<file path="config.mk">
export PLATFORM = sky130hd
export DESIGN_NAME = spim_data_buffer_sync
export DESIGN_NICKNAME = d
export VERILOG_FILES = /design/src/rtl/spim_data_buffer_sync_pkg.sv /design/src/rtl/spim_data_buffer_sync_fifo.sv /design/src/rtl/spim_data_buffer_sync.sv
export SDC_FILE = /design/constraint.sdc
export NUM_CORES = 1
export LEC_CHECK = 0
export BUFFER_PORTS_ARGS = -buffer_cell sky130_fd_sc_hd__buf_2
export CAP_MARGIN = 20
export CORE_ASPECT_RATIO = 0.6
export CORE_MARGIN = 2
export CORE_UTILIZATION = 35
export DETAILED_ROUTE_END_ITERATION = 8
export RECOVER_POWER = 25
export SYNTH_ARGS = -nofsm -noshare
export SYNTH_HDL_FRONTEND = slang
export SYNTH_SLANG_ARGS = --single-unit
</file>
<file path="constraint.sdc">
create_clock -name clk -period 10.8 [get_ports clk]
set_input_delay 2.7 -clock clk [delete_from_list [all_inputs] [get_ports clk]]
set_output_delay 2.7 -clock clk [all_outputs]
set_load 0.005 [all_outputs]
</file>
<file path="src/rtl/spim_data_buffer_sync_pkg.sv">
// Shared helpers for the SPI master data buffer: frame-length decode,
// in-frame bit reversal with masking, and frame-length field width.
package spim_pkg;

  // Widest frame the helpers handle; instantiating with a larger
  // DATA_WIDTH would silently truncate the frame processing.
  localparam int MAX_DW = 128;
  localparam int MAX_AW = $clog2(MAX_DW);

  // Width of the frame-length field for a given data width.
  function automatic int flw_of(input int dw);
    return $clog2(dw);
  endfunction

  // Frame length field holds N-1.
  function automatic int frame_n(input int frame_len);
    return frame_len + 1;
  endfunction

  // Keep bits [n-1:0] (optionally mirrored within the frame), zero the rest.
  function automatic logic [MAX_DW-1:0] frame_proc(input logic [MAX_DW-1:0] d,
                                                   input int n, input logic rev);
    logic [MAX_DW-1:0] r;
    logic [MAX_AW-1:0] idx;
    r = '0;
    for (int i = 0; i < MAX_DW; i++) begin
      idx = MAX_AW'(n - 1 - i);
      if (i < n) r[i] = rev ? d[idx] : d[i];
    end
    return r;
  endfunction

endpackage

</file>
<file path="src/rtl/spim_data_buffer_sync_fifo.sv">
// Single-clock first-word-fall-through FIFO with synchronous flush.
// Pointers carry one extra wrap bit so full and empty are distinguishable.
module spim_sync_fifo #(
  parameter int ADDR_WIDTH = 4,
  parameter int DATA_WIDTH = 32
) (
  input  logic                  clk,
  input  logic                  rstn,
  input  logic                  clear,
  input  logic                  we,
  input  logic                  re,
  input  logic [DATA_WIDTH-1:0] wdata,
  output logic [DATA_WIDTH-1:0] rdata,
  output logic [ADDR_WIDTH:0]   level,
  output logic                  empty,
  output logic                  full,
  output logic                  ovf_pulse,
  output logic                  udf_pulse
);

  localparam int DEPTH = 2**ADDR_WIDTH;

  logic [ADDR_WIDTH:0]   wptr, rptr;
  logic [DATA_WIDTH-1:0] mem [DEPTH];
  logic                  wr_ok, rd_ok;

  assign level = wptr - rptr;
  assign empty = (wptr == rptr);
  assign full  = (wptr[ADDR_WIDTH] != rptr[ADDR_WIDTH]) &&
                 (wptr[ADDR_WIDTH-1:0] == rptr[ADDR_WIDTH-1:0]);

  // A read frees a slot in the same cycle, so full+we+re still writes;
  // an empty FIFO never serves a read, even with a same-cycle write.
  assign wr_ok     = we && (!full || re) && !clear;
  assign rd_ok     = re && !empty && !clear;
  assign ovf_pulse = we && full && !re && !clear;
  assign udf_pulse = re && empty && !clear;

  assign rdata = mem[rptr[ADDR_WIDTH-1:0]];

  // Pointer update; flush dominates any same-cycle access.
  always_ff @(posedge clk or negedge rstn) begin
    if (!rstn) begin
      wptr <= '0;
      rptr <= '0;
    end else if (clear) begin
      wptr <= '0;
      rptr <= '0;
    end else begin
      if (wr_ok) wptr <= wptr + 1'b1;
      if (rd_ok) rptr <= rptr + 1'b1;
    end
  end

  // Storage array, not reset.
  always_ff @(posedge clk) begin
    if (wr_ok) mem[wptr[ADDR_WIDTH-1:0]] <= wdata;
  end

endmodule

</file>
<file path="src/rtl/spim_data_buffer_sync.sv">
// TX/RX data buffer between register block and SPI engine. TX words are
// frame-processed on write and stored; RX words are stored raw and
// frame-processed on read with the live configuration.
module spim_data_buffer_sync import spim_pkg::*; #(
  parameter int DATA_WIDTH = 32,
  parameter int ADDR_WIDTH = 4,
  parameter int FLW        = flw_of(DATA_WIDTH)
) (
  input  logic                  clk,
  input  logic                  rstn,
  input  logic                  tx_clear,
  input  logic                  rx_clear,
  input  logic                  tx_we,
  input  logic [DATA_WIDTH-1:0] tx_wdata,
  input  logic                  tx_re,
  output logic [DATA_WIDTH-1:0] tx_rdata,
  output logic [ADDR_WIDTH:0]   tx_level,
  output logic                  tx_empty,
  output logic                  tx_full,
  input  logic                  rx_we,
  input  logic [DATA_WIDTH-1:0] rx_wdata,
  input  logic                  rx_re,
  output logic [DATA_WIDTH-1:0] rx_rdata,
  output logic [ADDR_WIDTH:0]   rx_level,
  output logic                  rx_empty,
  output logic                  rx_full,
  input  logic [FLW-1:0]        r_frame_len,
  input  logic                  r_tx_msblsb,
  input  logic                  r_rx_msblsb,
  input  logic [ADDR_WIDTH:0]   r_tx_watermark,
  input  logic [ADDR_WIDTH:0]   r_rx_watermark,
  input  logic                  int_clr_tx_ovf,
  input  logic                  int_clr_rx_ovf,
  input  logic                  int_clr_rx_udf,
  output logic                  int_status_tx_fifo_empty,
  output logic                  int_status_tx_fifo_warning,
  output logic                  int_status_rx_fifo_noempty,
  output logic                  int_status_rx_fifo_warning,
  output logic                  int_status_tx_overflow,
  output logic                  int_status_rx_overflow,
  output logic                  int_status_rx_underflow
);

  logic [DATA_WIDTH-1:0] tx_proc, rx_raw;
  logic                  tx_ovf_p, rx_ovf_p, rx_udf_p;
  logic                  tx_udf_unused;
  int                    frame_bits;

  assign frame_bits = frame_n(int'(r_frame_len));

  // TX frame shaping happens once, at write time.
  assign tx_proc = DATA_WIDTH'(frame_proc(MAX_DW'(tx_wdata), frame_bits, r_tx_msblsb));

  // RX frame shaping follows the live config, so reprogramming is visible at once.
  assign rx_rdata = DATA_WIDTH'(frame_proc(MAX_DW'(rx_raw), frame_bits, r_rx_msblsb));

  spim_sync_fifo #(.ADDR_WIDTH(ADDR_WIDTH), .DATA_WIDTH(DATA_WIDTH)) u_tx_fifo (
    .clk       (clk),
    .rstn      (rstn),
    .clear     (tx_clear),
    .we        (tx_we),
    .re        (tx_re),
    .wdata     (tx_proc),
    .rdata     (tx_rdata),
    .level     (tx_level),
    .empty     (tx_empty),
    .full      (tx_full),
    .ovf_pulse (tx_ovf_p),
    .udf_pulse (tx_udf_unused)  // engine guards TX reads with tx_empty
  );

  spim_sync_fifo #(.ADDR_WIDTH(ADDR_WIDTH), .DATA_WIDTH(DATA_WIDTH)) u_rx_fifo (
    .clk       (clk),
    .rstn      (rstn),
    .clear     (rx_clear),
    .we        (rx_we),
    .re        (rx_re),
    .wdata     (rx_wdata),
    .rdata     (rx_raw),
    .level     (rx_level),
    .empty     (rx_empty),
    .full      (rx_full),
    .ovf_pulse (rx_ovf_p),
    .udf_pulse (rx_udf_p)
  );

  assign int_status_tx_fifo_empty   = tx_empty;
  assign int_status_tx_fifo_warning = (tx_level <= r_tx_watermark);
  assign int_status_rx_fifo_noempty = ~rx_empty;
  assign int_status_rx_fifo_warning = (rx_level >= r_rx_watermark) && (r_rx_watermark != '0);

  // Sticky error flags; a new event wins over a same-cycle clear.
  always_ff @(posedge clk or negedge rstn) begin
    if (!rstn) begin
      int_status_tx_overflow  <= 1'b0;
      int_status_rx_overflow  <= 1'b0;
      int_status_rx_underflow <= 1'b0;
    end else begin
      if (tx_ovf_p)            int_status_tx_overflow  <= 1'b1;
      else if (int_clr_tx_ovf) int_status_tx_overflow  <= 1'b0;
      if (rx_ovf_p)            int_status_rx_overflow  <= 1'b1;
      else if (int_clr_rx_ovf) int_status_rx_overflow  <= 1'b0;
      if (rx_udf_p)            int_status_rx_underflow <= 1'b1;
      else if (int_clr_rx_udf) int_status_rx_underflow <= 1'b0;
    end
  end

endmodule

</file>
==> results.py <==
metrics = {
    "run_status": {
        "outcome": "finished clean",
    },
    "yosys": {
        "synth_edf_count": 1024,
        "synth_warnings": 0,
        "synth_top_family_by_area": "multiplexers",
        "ys_seq_area_frac": 0.623,
        "syn_inst": 3321,
        "async_flop_share": 0.0220,
        "syn_nets": 3455,
        "synth_area_leaders": "edfxtp_1 61%, mux4_2 11%, mux2i_1 5.5%",
        "synth_top_area_cell": "edfxtp_1",
        "synth_top_area_share": 0.611,
        "yosys.area_share.simple": 0.0649,
        "synth_mux_area_frac": 0.175,
        "synthXorXnorAreaFrac": 0.0107,
        "yosys.cell_types.count": 95,
        "synth-compound-area-share": 0.0882,
        "ys.flop_type": "edfxtp_1",
        "synth.avg_cell_area_um2": 15.1,
        "synth_fa_ha_area_frac": 0.0107,
        "ys_seq_elements": 1047,
        "syn_area_um2": 50300,
    },
    "global_route": {
        "track_usage": 0.245,
        "gr-total-overflow": 0,
        "grt_pass1_wl_um": 254000,
        "antenna_found_initial": 43,
        "grt_max_degree": 66,
        "grt_pass1_vias": 31100,
    },
    "power": {
        "switchingPower_mw": 3.07,
        "combPwrFrac": 0.233,
        "swShare": 0.296,
        "seqPwrFrac": 0.440,
        "power_mw": 10.4,
        "peakVddDrop_mv": 0.125,
        "clkPwrFrac": 0.327,
        "intPower_mw": 7.32,
        "power.leakage_nw": 18.5,
        "p_per_area_nw_per_um2": 182,
    },
    "placed_design": {
        "dp_hpwl_um": 129000,
        "io_buffers": 176,
        "place_congestion": 1.03,
        "place_area_um2": 54100,
        "dp_slack_ns": 0.415,
    },
    "route": {
        "dr.first_iter.drc_count": 5127,
        "wl_per_cell_um": 33.0,
        "drcViolationCount": 0,
        "drt-total-wl_um": 183000,
        "num_vias": 33700,
        "routed_via_density": 6.10,
        "drt_first_pass_iters": 6,
        "ant_nets": 0,
    },
    "timing": {
        "worstMarginPinSlew_ns": 1.40,
        "setup_viol": 0,
        "clock.fmax_ghz": 0.0943,
        "rsz0062_at_grt": "no",
        "slew_headroom": 0.0676,
        "post-route-period-util": 0.982,
        "timing.setup.tns_ns": 0,
        "skew_ns": 0.0401,
        "layout_setup_ws_ns": 0.190,
        "hold_violations": 0,
        "period_needed_ns": 10.61,
        "finalMaxSlewViolations": 0,
    },
    "floorplan": {
        "start_util": 0.353,
        "io_pins": 177,
        "coreArea_um2": 142000,
        "die-width_um": 493,
        "dieArea_um2": 147000,
        "die_h_um": 298,
        "rows": 107,
    },
    "clocking": {
        "h-tree-depth": 3,
        "cts.path.max_buffers": 3,
        "post_cts_buffers": 0,
        "cts.clk_slew.worst_paths_ns": 0.07,
        "cts-root-buf": "clkbuf_16",
        "numCtsBuffers": 93,
        "postCtsHoldBufs": 0,
        "cts_tree": "yes",
        "insertion_delay_ns": 0.77,
        "cts.sink_count": 1047,
        "cts_resized": 0,
    },
    "critical_path": {
        "path_class": "in -> out",
        "start_kind": "primary input",
        "cp_max_fo": 20,
        "cp.arrival_ns": 7.91,
        "worstSetupEndpointType": "primary output",
        "max_stage_delay_ns": 0.49,
        "r2r_slack_ns": 5.85,
        "crit_path_top_delay_cell": "o21ai_0",
        "crit_path_cell_trace": "buf_2 > inv_1 > ha_4 > buf_4 > nor2b_1 > buf_4 > o211a_1 > o21ai_0 > nand2_1 > inv_2 > ha_1 > inv_1 > nor2_1 > a31oi_1 > o32ai_1 > nor3b_1 > nand2_1 > o211ai_1 > buf_2",
        "reg2reg_to": "u_rx_fifo.mem[0][20]",
        "r2r_cells": 9,
        "r2r_start": "u_rx_fifo.rptr[1]",
        "required_ns": 8.10,
    },
    "finish": {
        "layout_common_cells": "1024 x edfxtp_1, 278 x mux2i_1, 249 x mux4_2, 209 x nand2_1, 178 x buf_4",
        "drive_gt1_frac": 0.226,
        "fin_nets": 3678,
        "syn_to_final_growth_pct": 13.6,
        "fin_util": 0.402,
        "final_area_um2": 57100,
        "mostFrequentLayoutCell": "edfxtp_1",
    },
    "worst_hold_path": {
        "hold_path.startpoint": "int_status_tx_overflow",
        "hold_class": "reg -> reg",
        "min_to": "int_status_tx_overflow",
        "hold_path_depth": 2,
    },
    "run": {
        "maxCapViolations": 0,
    },
}
==> logic make-up (layout without fill, tap and decap cells) <==
family | Yosys count | count (layout)
multiplexers | 562 | 562
other | 0 | 10
flip-flops | 1047 | 1047
adder cells (fa/ha/maj) | 42 | 42
AO/OA/AOI/OAI | 644 | 644
XOR/XNOR | 57 | 57
AND/OR/NAND/NOR | 686 | 686
buffers and inverters | 283 | 578
==> power groups by stage <==
stage	sequential [mW]	clock, mW	combinational (mW)
after detailed placement	4.66	0	2.36
after floorplan	4.61	0	1.56
final	4.57	3.40	2.42
after CTS	4.57	3.46	2.37
after global routing	4.58	3.63	2.53
after global placement	4.66	0	2.36
==> final cells by class <==
type / count / area, um2
timing repair buffer: 358 / 2230
fill: 13100 / 85200
multi-input combinational: 1991 / 17900
clock inverter: 56 / 664
sequential: 1047 / 31300
inverter: 53 / 199
tap: 1907 / 2390
antenna: 10 / 25.0
clock buffer: 111 / 2390
==> synthesized netlist by cell type (30+ instances only) <==
master	instances
o211ai_1	34
mux2_2	33
ha_1	40
mux2i_1	278
buf_1	40
xnor2_1	42
nand2_1	209
nor3_1	83
a22oi_1	114
clkbuf_1	129
a21oi_1	156
nor2_1	177
o21ai_0	62
edfxtp_1	1024
mux4_2	249
inv_1	47
a31oi_1	31
buf_2	30
o22ai_1	35
nand3_1	62
==> critical path, delay by kind of cell <==
family / cells / cell delay [ns]
buffers and inverters: 7 / 1.64
AOI/OAI and AO/OA: 5 / 1.50
and+or+nand+nor: 5 / 1.14
adders and majority gates: 2 / 0.92
==> stage by stage <==
stage / hold slack [ns] / cells
2_1_floorplan: 0.474 / 3321
3_3_place_gp: 0.481 / 5339
3_5_place_dp: 0.490 / 5349
4_1_cts: 0.513 / 5516
5_1_grt: 0.558 / 5526
6_report: 0.504 / 5533
==> worst max-delay path by stage <==
stage,depth (start not counted),end,startpoint
3_3_place_gp,11,rx_rdata[1],r_frame_len[1]
2_1_floorplan,17,rx_rdata[29],r_frame_len[0]
3_5_place_dp,19,rx_rdata[28],r_frame_len[1]
4_1_cts,19,rx_rdata[28],r_frame_len[1]
6_report,19,rx_rdata[28],r_frame_len[1]
5_1_grt,19,rx_rdata[28],r_frame_len[1]
==> flip-flops by register name, indices dropped and copies added, names as in the netlist <==
| signal | cells |
|---|---|
| u_rx_fifo.mem | 512 |
| u_tx_fifo.mem | 512 |
| u_rx_fifo.rptr | 5 |
| u_rx_fifo.wptr | 5 |
| u_tx_fifo.rptr | 5 |
| u_tx_fifo.wptr | 5 |
| int_status_rx_overflow | 1 |
| int_status_rx_underflow | 1 |
| int_status_tx_overflow | 1 |
==> metal layers <==
metal	GRT usage	wire length, um	vias to the layer above
met5	0	87	-
met4	0.0421	3340	14
met3	0.0640	19900	246
met2	0.314	71300	1974
met1	0.406	87900	17600
li1	-	-	13900
Power figures use the tool's default switching activity.
